### config.mk
export PLATFORM = sky130hd
export DESIGN_NAME = lagd_mem_bank_arbiter
export DESIGN_NICKNAME = d
export VERILOG_FILES = /design/src/rtl/lagd_mem_bank_arbiter.sv
export SDC_FILE = /design/constraint.sdc
export NUM_CORES = 1
export LEC_CHECK = 0
export ABC_AREA = 1
export ABC_CLOCK_PERIOD_IN_PS = 1130
export CAP_MARGIN = 10
export CORE_AREA = 2 2 212 214
export CTS_BUF_LIST = sky130_fd_sc_hd__clkbuf_16
export CTS_CLUSTER_DIAMETER = 200
export DETAILED_ROUTE_END_ITERATION = 8
export DIE_AREA = 0 0 214 216
export DONT_BUFFER_PORTS = 1
export PLACE_DENSITY_LB_ADDON = 0.05
export RECOVER_POWER = 100
export SYNTH_ARGS = -nofsm -noshare
export SYNTH_HDL_FRONTEND = slang
export SYNTH_SLANG_ARGS = --single-unit
### constraint.sdc
create_clock -name clk_i -period 1.13 [get_ports clk_i]
set_input_delay 0.0565 -clock clk_i [delete_from_list [all_inputs] [get_ports clk_i]]
set_output_delay 0.0565 -clock clk_i [all_outputs]
set_load 0.005 [all_outputs]
### src/rtl/lagd_mem_bank_arbiter.sv
// lagd_mem_bank_arbiter
// Shares one single-port SRAM bank between a narrow and a wide class of
// TCDM-style requesters. The narrow class normally wins. A wide requester
// that has stalled long enough takes priority. Within each class the
// requesters are served round-robin. A fixed-latency response pipe returns
// each read to the requester that issued it.
// Optional feature: define LAGD_MEM_ARB_PERF_CNT_EN to add a 32-bit counter
// of cycles with two or more active requests. The counter adds the ports
// perf_clr_i and perf_conflict_o.
module lagd_mem_bank_arbiter #(
    parameter int unsigned NumNarrowReq      = 2,
    parameter int unsigned NumWideReq        = 1,
    parameter int unsigned AddrWidth         = 11,
    parameter int unsigned DataWidth         = 64,
    parameter int unsigned BankAccessLatency = 1,
    parameter int unsigned WidePriorityWait  = 4,
    parameter int unsigned NwPorts           = (NumWideReq > 0) ? NumWideReq : 1
) (
    input  logic                                 clk_i,
    input  logic                                 rst_i,
    input  logic [NumNarrowReq-1:0]              n_req_i,
    input  logic [NumNarrowReq-1:0]              n_we_i,
    input  logic [NumNarrowReq*AddrWidth-1:0]    n_addr_i,
    input  logic [NumNarrowReq*DataWidth-1:0]    n_wdata_i,
    input  logic [NumNarrowReq*DataWidth/8-1:0]  n_be_i,
    output logic [NumNarrowReq-1:0]              n_gnt_o,
    output logic [NumNarrowReq-1:0]              n_rvalid_o,
    output logic [DataWidth-1:0]                 n_rdata_o,
    input  logic [NwPorts-1:0]                   w_req_i,
    input  logic [NwPorts-1:0]                   w_we_i,
    input  logic [NwPorts*AddrWidth-1:0]         w_addr_i,
    input  logic [NwPorts*DataWidth-1:0]         w_wdata_i,
    input  logic [NwPorts*DataWidth/8-1:0]       w_be_i,
    output logic [NwPorts-1:0]                   w_gnt_o,
    output logic [NwPorts-1:0]                   w_rvalid_o,
    output logic [DataWidth-1:0]                 w_rdata_o,
    output logic                                 bank_req_o,
    output logic                                 bank_we_o,
    output logic [AddrWidth-1:0]                 bank_addr_o,
    output logic [DataWidth-1:0]                 bank_wdata_o,
    output logic [DataWidth/8-1:0]               bank_be_o,
    input  logic [DataWidth-1:0]                 bank_rdata_i
`ifdef LAGD_MEM_ARB_PERF_CNT_EN
    ,
    input  logic                                 perf_clr_i,
    output logic [31:0]                          perf_conflict_o
`endif
);

    localparam int unsigned BeW    = DataWidth / 8;
    localparam int unsigned NIdxW  = (NumNarrowReq > 1) ? $clog2(NumNarrowReq) : 1;
    localparam int unsigned WIdxW  = (NwPorts > 1) ? $clog2(NwPorts) : 1;
    localparam int unsigned IdxW   = (NIdxW > WIdxW) ? NIdxW : WIdxW;
    localparam int unsigned CntW   = (WidePriorityWait > 0) ? $clog2(WidePriorityWait + 1) : 1;
    localparam bit          HasWide = (NumWideReq > 0);
    localparam bit          WaitEn  = (WidePriorityWait != 0);
    localparam logic [CntW-1:0]  WaitThr = CntW'(WidePriorityWait);
    localparam logic [NIdxW-1:0] NLast   = NIdxW'(NumNarrowReq - 1);
    localparam logic [WIdxW-1:0] WLast   = WIdxW'(NwPorts - 1);

    logic [NIdxW-1:0]   r_narrowPtr;
    logic [WIdxW-1:0]   r_widePtr;
    logic [CntW-1:0]    r_waitCnt;
    logic [BankAccessLatency-1:0] r_pipeValid;
    logic [BankAccessLatency-1:0] r_pipeWide;
    logic [IdxW-1:0]    r_pipeIdx [BankAccessLatency];

    logic [NwPorts-1:0] w_wReq;
    logic               w_anyN;
    logic               w_anyW;
    logic               w_nFound;
    logic               w_wFound;
    logic [NIdxW-1:0]   w_nWinner;
    logic [WIdxW-1:0]   w_wWinner;
    logic               w_wideWins;
    logic               w_narrowWins;
    logic               w_grantRead;
    logic [IdxW-1:0]    w_grantIdx;
    logic               w_outValid;
    logic               w_outWide;
    logic [IdxW-1:0]    w_outIdx;

    assign w_wReq       = HasWide ? w_req_i : '0;
    assign w_anyN       = |n_req_i;
    assign w_anyW       = |w_wReq;
    assign w_wideWins   = w_anyW && (!w_anyN || (WaitEn && (r_waitCnt >= WaitThr)));
    assign w_narrowWins = w_anyN && !w_wideWins;
    assign w_grantRead  = (w_narrowWins || w_wideWins) && !bank_we_o;
    assign w_grantIdx   = w_narrowWins ? IdxW'(w_nWinner) : IdxW'(w_wWinner);
    assign w_outValid   = r_pipeValid[BankAccessLatency-1];
    assign w_outWide    = r_pipeWide[BankAccessLatency-1];
    assign w_outIdx     = r_pipeIdx[BankAccessLatency-1];

    // Narrow round-robin search: first requester at or after the pointer wins
    always_comb begin
        w_nFound  = 1'b0;
        w_nWinner = '0;
        for (int i = 0; i < int'(NumNarrowReq); i++) begin
            int idx;
            idx = int'(r_narrowPtr) + i;
            if (idx >= int'(NumNarrowReq)) idx = idx - int'(NumNarrowReq);
            if (!w_nFound && n_req_i[idx[NIdxW-1:0]]) begin
                w_nFound  = 1'b1;
                w_nWinner = idx[NIdxW-1:0];
            end
        end
    end

    // Wide round-robin search, same scheme as the narrow class
    always_comb begin
        w_wFound  = 1'b0;
        w_wWinner = '0;
        for (int i = 0; i < int'(NwPorts); i++) begin
            int idx;
            idx = int'(r_widePtr) + i;
            if (idx >= int'(NwPorts)) idx = idx - int'(NwPorts);
            if (!w_wFound && w_wReq[idx[WIdxW-1:0]]) begin
                w_wFound  = 1'b1;
                w_wWinner = idx[WIdxW-1:0];
            end
        end
    end

    // Grant the winning requester and route its request onto the bank
    always_comb begin
        n_gnt_o      = '0;
        w_gnt_o      = '0;
        bank_req_o   = 1'b0;
        bank_we_o    = 1'b0;
        bank_addr_o  = '0;
        bank_wdata_o = '0;
        bank_be_o    = '0;
        if (w_narrowWins) begin
            n_gnt_o[w_nWinner] = 1'b1;
            bank_req_o   = 1'b1;
            bank_we_o    = n_we_i[w_nWinner];
            bank_addr_o  = n_addr_i[w_nWinner*AddrWidth +: AddrWidth];
            bank_wdata_o = n_wdata_i[w_nWinner*DataWidth +: DataWidth];
            bank_be_o    = n_be_i[w_nWinner*BeW +: BeW];
        end else if (w_wideWins) begin
            w_gnt_o[w_wWinner] = 1'b1;
            bank_req_o   = 1'b1;
            bank_we_o    = w_we_i[w_wWinner];
            bank_addr_o  = w_addr_i[w_wWinner*AddrWidth +: AddrWidth];
            bank_wdata_o = w_wdata_i[w_wWinner*DataWidth +: DataWidth];
            bank_be_o    = w_be_i[w_wWinner*BeW +: BeW];
        end
    end

    // Advance the pointer of the granted class past its winner
    always_ff @(posedge clk_i or posedge rst_i) begin
        if (rst_i) begin
            r_narrowPtr <= '0;
            r_widePtr   <= '0;
        end else if (w_narrowWins) begin
            r_narrowPtr <= (w_nWinner == NLast) ? '0 : w_nWinner + 1'b1;
        end else if (w_wideWins) begin
            r_widePtr   <= (w_wWinner == WLast) ? '0 : w_wWinner + 1'b1;
        end
    end

    // Count consecutive cycles a waiting wide request loses to narrow
    always_ff @(posedge clk_i or posedge rst_i) begin
        if (rst_i) begin
            r_waitCnt <= '0;
        end else if (!w_anyW || w_wideWins) begin
            r_waitCnt <= '0;
        end else if (w_narrowWins && (r_waitCnt != WaitThr)) begin
            r_waitCnt <= r_waitCnt + 1'b1;
        end
    end

    // Shift read tags down the pipe so responses match the bank latency
    always_ff @(posedge clk_i or posedge rst_i) begin
        if (rst_i) begin
            r_pipeValid <= '0;
            r_pipeWide  <= '0;
            for (int s = 0; s < int'(BankAccessLatency); s++) r_pipeIdx[s] <= '0;
        end else begin
            r_pipeValid[0] <= w_grantRead;
            r_pipeWide[0]  <= w_wideWins;
            r_pipeIdx[0]   <= w_grantIdx;
            for (int s = 1; s < int'(BankAccessLatency); s++) begin
                r_pipeValid[s] <= r_pipeValid[s-1];
                r_pipeWide[s]  <= r_pipeWide[s-1];
                r_pipeIdx[s]   <= r_pipeIdx[s-1];
            end
        end
    end

    // Steer the bank read data back to the class and requester that asked
    always_comb begin
        n_rvalid_o = '0;
        w_rvalid_o = '0;
        n_rdata_o  = '0;
        w_rdata_o  = '0;
        if (w_outValid) begin
            if (w_outWide) begin
                w_rvalid_o[w_outIdx[WIdxW-1:0]] = 1'b1;
                w_rdata_o = bank_rdata_i;
            end else begin
                n_rvalid_o[w_outIdx[NIdxW-1:0]] = 1'b1;
                n_rdata_o = bank_rdata_i;
            end
        end
    end

`ifdef LAGD_MEM_ARB_PERF_CNT_EN
    logic [31:0] r_perfCnt;
    logic        w_conflict;

    // Flag cycles where two or more requesters compete for the bank
    always_comb begin
        int active;
        active = 0;
        for (int i = 0; i < int'(NumNarrowReq); i++) active = active + int'(n_req_i[i]);
        for (int i = 0; i < int'(NwPorts); i++) active = active + int'(w_wReq[i]);
        w_conflict = (active >= 2);
    end

    // Wrapping conflict counter; a clear request takes precedence
    always_ff @(posedge clk_i or posedge rst_i) begin
        if (rst_i) begin
            r_perfCnt <= '0;
        end else if (perf_clr_i) begin
            r_perfCnt <= '0;
        end else if (w_conflict) begin
            r_perfCnt <= r_perfCnt + 32'd1;
        end
    end

    assign perf_conflict_o = r_perfCnt;
`endif

endmodule

* After elaboration in Yosys (flattened, before gate mapping)
Index checks and enable logic that the tools add are counted.
** Cells by class
- Magnitude comparators :: 14
- Muxes and demuxes :: 47
- Reduce and logical (&&, ||, !) cells :: 20
- Eq/ne operators :: 1
- Bitwise operators :: 1
- Shift operators :: 6
- Add/sub/neg operators :: 7
- Multipliers :: 2
** Operator list (number)
- 64-bit 2-to-1 mux :: 6
- 128-bit by 8-bit indexed part select with 64-bit output :: 1
- 64-bit by 8-bit indexed part select with 64-bit output :: 1
- 1-bit 2-to-1 mux :: 30
- 11-bit 2-to-1 mux :: 2
- 22-bit by 6-bit indexed part select with 11-bit output :: 1
- 8-bit 2-to-1 mux :: 2
- 16-bit by 5-bit indexed part select with 8-bit output :: 1
- 11-bit by 6-bit indexed part select with 11-bit output :: 1
- 1-bit by 4-bit multiplier with 5-bit output (second input constant) :: 2
- 1-bit logical AND :: 9
- 1-bit by 2-bit < comparator with 1-bit output (second input constant) :: 4
- 8-bit by 5-bit indexed part select with 8-bit output :: 1
- 2-bit 2-to-1 mux :: 3
- 3-bit 2-to-1 mux :: 2
- 1-bit zero test :: 5
- 1-bit greater-or-equal comparator (second input constant) :: 4
- 3-bit by 1-bit adder with 3-bit output (second input constant) :: 1
- 3-bit greater-or-equal comparator (second input constant) :: 1
- 1-bit logical OR :: 3
- 1-bit < comparator (second input constant) :: 3
- 3-bit != test (second input constant) :: 1
- 1-bit subtractor (second input constant) :: 3
- 1-bit adder (second input constant) :: 2
- 8 further kinds :: 9
** Word-level totals
- Output and inout bits :: 219
- Register bits after elaboration :: 8
- Logic and storage cells :: 104

* Depth between registers and ports, before layout
Gate-level depths: netlist of run 1.
- Depth after elaboration :: 13
- Depth in mapped cells :: 9
- Gate-level depth less buffers :: 8

* Least setup slack after synthesis of run 1
No wires, ideal clock.
- Path type :: register -> output
- From :: reg r_narrowPtr
- To :: out bank_wdata_o[15]
- Setup slack :: -0.077 ns
- Arrival :: 1.151 ns
- Cell stages (with the launch flop) :: 10
- Cell sequence :: dfrtp_1 -> inv_1 -> nand2_1 -> nand2_1 -> buf_2 -> buf_2 -> nand2_1 -> nand2_1 -> nand2_1 -> nand2_1
** On the way
- Word-level cells in the longest chain between the ends :: 10
- Elaborated cells on any way between the ends :: 18
** Ends and longest elaborated chain
- from (decl) :: line 61 : logic [NIdxW-1:0] r_narrowPtr;
- from (signal assigned) :: line 156 : r_narrowPtr <= (w_nWinner == NLast) ? '0 : w_nWinner + 1'b1;
- 1-bit by 2-bit greater-or-equal comparator with 1-bit output / 1-bit subtractor (equally long branches) :: line 101 : if (idx >= int'(NumNarrowReq)) idx = idx - int'(NumNarrowReq);
- 1-bit 2-to-1 mux :: line 101
- 1-bit 2-to-1 mux (not written as such) (2 in a row) :: line 102 : if (!w_nFound && n_req_i[idx[NIdxW-1:0]]) begin
- 1-bit 2-to-1 mux :: line 102
- 1-bit zero test :: line 102
- 1-bit logical AND :: line 102
- 1-bit 2-to-1 mux * :: line 102
- 128-bit by 8-bit indexed part select with 64-bit output * :: line 138 : bank_wdata_o = n_wdata_i[w_nWinner*DataWidth +: DataWidth];
- 64-bit 2-to-1 mux * :: line 133 : if (w_narrowWins) begin
- to (decl) :: line 40 : output logic [DataWidth-1:0] bank_wdata_o,
Every way passes the cells marked *; elsewhere a longest branch is shown, timed or not. The select of a mux whose other input is x is not followed.

* Final worst setup path of run 1
- From :: reg r_waitCnt[2]
- To :: out bank_wdata_o[48]
** On the way
- Word-level cells in the longest chain between the ends :: 6
- Elaborated cells on any way between the ends :: 7
** Ends and longest elaborated chain
- from (decl) :: line 63 : logic [CntW-1:0] r_waitCnt;
- from (signal assigned) :: line 169 : r_waitCnt <= r_waitCnt + 1'b1;
- 3-bit greater-or-equal comparator * :: line 86 : assign w_wideWins = w_anyW && (!w_anyN || (WaitEn && (r_waitCnt >= WaitThr)));
- 1-bit logical OR * :: line 86
- 1-bit logical AND * :: line 86
- 1-bit zero test :: line 87 : assign w_narrowWins = w_anyN && !w_wideWins;
- 1-bit logical AND :: line 87
- 64-bit 2-to-1 mux * :: line 133
Every way passes the cells marked *; elsewhere a longest branch is shown, timed or not.

==> results.yml, run 1 <==
status:
  outcome: "finished, violations left"
  failing_checks: "negative setup slack"
layout:
  nNetsFinal: 1142
  num-fill-cells: 5211
  post_layout_nonfiller_instances: 1411
  stdcell_area_um2: 5430
  area_delta_synth_final_pct: 62.4
  drive_gt1_share_pct: 24.0
  postLayoutCoreUtil_pct: 12.4
synth:
  synth_top_area_share_pct: 48.0
  yosysWarnings: 0
  synthTopCellsByArea: "nand2_1 48%, nor2_1 15%, nand3_1 13%, inv_1 8.4%, dfrtp_1 5.2%"
  yosysSeqAreaShare_pct: 5.24
  syn_area_per_cell_um2: 4.19
  post_synth_instance_area_um2: 3340
  syn_inst: 798
  synth.largest_area_cell: "nand2_1"
  post_syn_nets: 1121
  yosys_register_bits: 7
  synth_cell_types: 16
setup_path:
  reg2reg_setup_slack_ns: -0.11
  timing.reg2reg.worst_path_depth: 9
  endpoint_kind_of_the_worst_setup_timing_path: "output pin"
  reg2reg_from: "r_narrowPtr"
  path_cells: "a21oi_4 > buf_12 > buf_12 > buf_12 > nand2_1 > nand2_1"
  worst_r2r_endpoint: "r_pipeValid"
  worst_path_largest_cell_delay_ns: 0.41
  cp_data_required_time_ns: 1.07
  largest_fanout_on_the_critical_path: 14
  largest_delay_contributor_family_on_the_critical_path: "buffers and inverters"
  critPathKind: "flop to output pin"
  slowest_stage: "dfrtp_1"
  startpoint: "r_waitCnt[2]"
  startpoint_type: "flop"
  timing.critical_path.mode_cell: "buf_12"
  worst_ep_arrival_time_ns: 1.44
  path_buf_inv: 3
global_route:
  grt_start_max_net_pins: 87
  grt_usage_pct: 10.2
  grt_pass1_vias: 5132
  initial_antenna_violation_count: 1
  grt-ovfl-total: 0
  grt_first_pass_wirelength_um: 34900
clock_tree:
  cts_inserted_buffers: 3
  cts.path.max_buffers: 2
  clock_insertion_delay_worst_skew_ns: 0.23
  path_clk_slew_ns: 0.04
  clk_root_buffer_cell: "clkbuf_16"
  clock_tree_from_tritoncts: "built"
  h-tree-depth: 1
  cts_sinks: 7
timing:
  rsz0062_at_grt: "true"
  crit_path_setup_slack_layout_ns: -0.365
  setup-tns-final_ns: -46.70
  period_needed_ns: 1.49
  timing_max_transition_violations_final: 0
  maxSlewHeadroom_pct: 68.5
  final-hold-violation-count: 0
  final-setup-viol-count: 219
  clock_skew_ns: 0.00157
  max_slew.worst_pin.slew_ns: 0.473
  worst_hold_slack_ns: 0.0183
  final_min_period_over_clock_period_pct: 132
  max_clock_freq_mhz: 669
die:
  initial_core_util_pct: 7.62
  design.portCount: 540
  dieArea_um2: 46200
  die_height_um: 216
  core.rowCount: 77
  design.core.area_um2: 43800
  dieWidth_um: 214
routing:
  via_per_inst: 3.55
  ant_nets: 0
  detailedRoute.firstIterationViolations: 147
  remaining_design_rule_violation_count: 0
  vias: 5011
  drt_pre_antenna_iters: 4
  wl_per_cell_um: 18.3
  wl_um: 25900
place:
  port_buffers: 0
  placed_cells_incl_taps: 1378
  half_perimeter_wire_length_after_detailed_placement_um: 20300
  placed_area_um2: 4400
  pre_cts_ws_ns: -0.221
  gpl.final_weighted_congestion: 0.742
hold_path:
  hold_class: "input pin to flop"
  worst_hold_path.endpoint: "r_pipeValid"
  worst_hold_path.num_cells: 2
  min_from: "w_req_i"
power_and_ir_drop:
  irDropWorstVdd_uv: 521
  cellLeakagePower_nw: 2.94
  power.density_nw_per_um2: 590
  post-layout-total-power_mw: 3.20
run:
  max_cap_viol_count: 0
cells in the mapped netlist:
master,count
nand2_1,427
nor2_1,134
nand3_1,84
inv_1,75
clkbuf_1,27
buf_2,21
buf_4,7
dfrtp_1,7
buf_1,5
a21oi_2,2
ha_1,2
inv_2,2
nor3b_1,2
a21oi_1,1
nor3_1,1
o21ai_0,1
kinds of logic after synthesis:
group           after synthesis  synth area share (%)
compound gates                4                 0.824
flops                         7                  5.24
buf+inv                     137                  17.0
simple gates                648                  76.2
fa+ha+maj                     2                 0.749
where the power goes:
part	internal (mW)	leakage (nW)	switching, mW
logic	0.904	2.81	1.37
clock network	0.464	0.0423	0.165
registers	0.272	0.0881	0.0225
layout by cell type, fill, tap and decap left out:
| master | count |
|---|---|
| a21oi_4 | 2 |
| buf_8 | 3 |
| inv_2 | 5 |
| a21oi_1 | 1 |
| buf_6 | 13 |
| nand2_1 | 368 |
| o21ai_0 | 1 |
| buf_4 | 28 |
| buf_16 | 3 |
| clkbuf_16 | 5 |
| bufbuf_16 | 5 |
| nand3_2 | 12 |
| inv_4 | 1 |
| nor3_1 | 1 |
| diode_2 | 1 |
| nand2_2 | 52 |
| nor2_4 | 6 |
| dlygate4sd3_1 | 1 |
| nor2_1 | 96 |
| nand2_4 | 4 |
| inv_1 | 72 |
| ha_1 | 2 |
| nor3b_1 | 2 |
| nand3_1 | 72 |
| buf_12 | 21 |
| nand2_8 | 3 |
| dfrtp_2 | 1 |
| dfrtp_1 | 6 |
| nor2_2 | 32 |
state kept, by name, summed over array words and instances (netlist names):
name         count
r_pipeValid      1
r_waitCnt        3
r_narrowPtr      1
r_pipeWide       1
r_pipeIdx        1
final cells by class:
cell class              instances  area [um2]  area share (%)
multi-input cells             654        3010            55.4
flip-flops and latches          7         176            3.25
well taps                     592         741            13.7
diodes                          1        2.50          0.0461
repair buffers                 76        1130            20.8
clock buffers                   3        75.1            1.38
clock inverters                 1        3.75          0.0692
inverters                      77         292            5.37
worst register-to-register path, cell delays in order (launching register included):
cell     delay (ns)
dfrtp_1        0.36
inv_2          0.10
nand2_8        0.08
nand2_8        0.12
buf_12         0.16
nand2_1        0.06
nand2_1        0.05
nand2_1        0.06
nand2_2        0.08
nor2_1         0.04
metal layers:
| layer | track usage (%) | wire length [um] |
|---|---|---|
| met4 | 1.54 | 319 |
| met1 | 9.67 | 8790 |
| met3 | 1.86 | 1630 |
| met5 | 0 | 0 |
| met2 | 22.4 | 15100 |
what timing repair did:
action | CTS | global route
buffers inserted | 11 | 7
hold buffers | 1 | 0
gates resized for setup | 107 | 49
cloned | 7 | 3
endpoints found under the setup margin | 221 | 222
pin swaps | 13 | 10
hold endpoints to repair | 7 | 0
worst max path at each step:
stage	end	slack, ns	cells past startpoint
after CTS	bank_addr_o[8]	-0.40	6
after global placement	r_pipeValid	-0.23	6
after global routing	bank_wdata_o[20]	-0.46	6
after floorplan	n_rdata_o[44]	0.003	4
after detailed placement	bank_we_o	-0.22	6
final	bank_wdata_o[48]	-0.36	6
Power figures use the tool's default switching activity.
==> run 2: changes to the inputs <==
SETUP_SLACK_MARGIN = 0.05   (was default)
==> results.yml, run 2 (same netlist as run 1, synthesis figures left out) <==
routing:
  vias: 5289
  detailedRoute.firstIterationViolations: 209
  wl_um: 30900
  ant_nets: 0
  via_per_inst: 3.70
  wl_per_cell_um: 21.6
  remaining_design_rule_violation_count: 0
  drt_pre_antenna_iters: 5
setup_path:
  path_cells: "inv_2 > a21oi_4 > buf_12 > buf_12 > clkbuf_16 > nand2_1 > nand2_1"
  worst_path_largest_cell_delay_ns: 0.39
  cp_data_required_time_ns: 1.07
  critPathKind: "flop to output pin"
  largest_fanout_on_the_critical_path: 9
  endpoint_kind_of_the_worst_setup_timing_path: "output pin"
  slowest_stage: "dfrtp_1"
  worst_ep_arrival_time_ns: 1.47
  startpoint_type: "flop"
timing:
  period_needed_ns: 1.53
  rsz0062_at_grt: "true"
  final_min_period_over_clock_period_pct: 135
  max_clock_freq_mhz: 654
  final-hold-violation-count: 0
  clock_skew_ns: 0.00332
  maxSlewHeadroom_pct: 78.1
  final-setup-viol-count: 217
  crit_path_setup_slack_layout_ns: -0.400
  worst_hold_slack_ns: 0.00868
  timing_max_transition_violations_final: 0
  max_slew.worst_pin.slew_ns: 0.328
global_route:
  initial_antenna_violation_count: 1
  grt_first_pass_wirelength_um: 37100
  grt_start_max_net_pins: 87
  grt-ovfl-total: 0
  grt_pass1_vias: 5206
  grt_usage_pct: 11.0
layout:
  stdcell_area_um2: 6840
  largest_reg_flops: 3
  mostFrequentLayoutCells: "320 x nand2_1, 123 x nor2_4, 92 x nand2_2"
  postLayoutCoreUtil_pct: 15.6
  drive_gt1_share_pct: 42.2
  layout_commonest_cell: "nand2_1"
  largest_register: "r_waitCnt"
  nNetsFinal: 1159
  post_layout_nonfiller_instances: 1428
  area_delta_synth_final_pct: 105
status:
  outcome: "finished, violations left"
  failing_checks: "negative setup slack"
clock_tree:
  h-tree-depth: 1
  cts_sinks: 7
  clock_insertion_delay_worst_skew_ns: 0.23
  cts_inserted_buffers: 3
  path_clk_slew_ns: 0.04
  clk_root_buffer_cell: "clkbuf_16"
  cts.path.max_buffers: 2
  clock_tree_from_tritoncts: "built"
die:
  design.portCount: 540
  dieWidth_um: 214
  dieArea_um2: 46200
  design.core.area_um2: 43800
  core.rowCount: 77
  die_height_um: 216
  initial_core_util_pct: 7.62
power_and_ir_drop:
  comb_power_share_pct: 77.6
  pwr-share-clk_pct: 15.0
  cellLeakagePower_nw: 3.20
  net-switching-power_mw: 2.08
  intPower_mw: 1.99
  seq_power_share_pct: 7.4
  power_switching_share_pct: 51.2
  irDropWorstVdd_uv: 388
  power.density_nw_per_um2: 595
place:
  port_buffers: 0
  half_perimeter_wire_length_after_detailed_placement_um: 21100
  gpl.final_weighted_congestion: 0.774
  placed_area_um2: 4330
  placed_cells_incl_taps: 1377
run:
  max_cap_viol_count: 0
hold_path:
  hold_class: "input pin to flop"
[run 2: stage by stage]
step	setup TNS [ns]	power, mW	setup slack [ns]
final	-47.63	4.07	-0.400
after global routing	-59.30	4.36	-0.467
after CTS	-56.97	3.50	-0.414
after detailed placement	-12.19	2.12	-0.373
after global placement	-12.28	2.17	-0.369
after floorplan	0	1.56	0.0146
[run 2: path summary, 6_finish.rpt]
check	start	end	slack (ns)	depth (start not counted)
worst max-delay path	r_waitCnt[2]	bank_wdata_o[39]	-0.40	7
worst min-delay path	w_req_i	r_pipeValid	0.009	2
worst min register to register	r_waitCnt[0]	r_waitCnt[0]	0.48	1
worst max register to register	r_narrowPtr	r_pipeValid	-0.19	10
min in group asynchronous	rst_i	r_waitCnt[2]	0.22	2
max in group asynchronous	rst_i	r_pipeWide	0.64	2
[run 2: power by group through the flow]
stage / registers, mW / clock network (mW) / logic, mW
floorplan: 0.282 / 0 / 1.27
global placement: 0.291 / 0 / 1.88
detailed placement: 0.291 / 0 / 1.83
CTS: 0.298 / 0.633 / 2.57
global route: 0.303 / 0.653 / 3.40
finish: 0.300 / 0.611 / 3.16
[run 2: worst max-delay path, delay by kind of cell, from the launching register on]
kind | cells | cell delay (ns)
buffers and inverters | 4 | 0.54
AOI/OAI and AO/OA | 1 | 0.17
and+or+nand+nor | 2 | 0.13
DFF | 1 | 0.39
[run 2: what timing repair did]
action                                 CTS  global route
setup buffers                           13             7
endpoints found under the hold margin    7             0
hold buffers                             1             0
resized for setup                      172           280
pin swaps                               10            27
gates cloned                            14            14
setup endpoints to repair              217           223
[run 2: area by class of cell]
class                           count  area, um2
Clock inverter                      1       3.75
Multi-Input combinational cell    655       4000
Tap cell                          592        741
Fill cell                        5001      37000
Antenna cell                        1       2.50
Timing Repair Buffer               92       1540
Inverter                           77        297
Clock buffer                        3       75.1
Sequential cell                     7        178
[run 2: layer usage]
layer | up-vias | global-route usage (%) | wire length (um)
li1 | 2449 | - | -
met1 | 2411 | 10.5 | 10100
met2 | 369 | 23.0 | 17300
met3 | 60 | 1.76 | 1820
met4 | 0 | 4.57 | 1710
met5 | - | 0 | 0
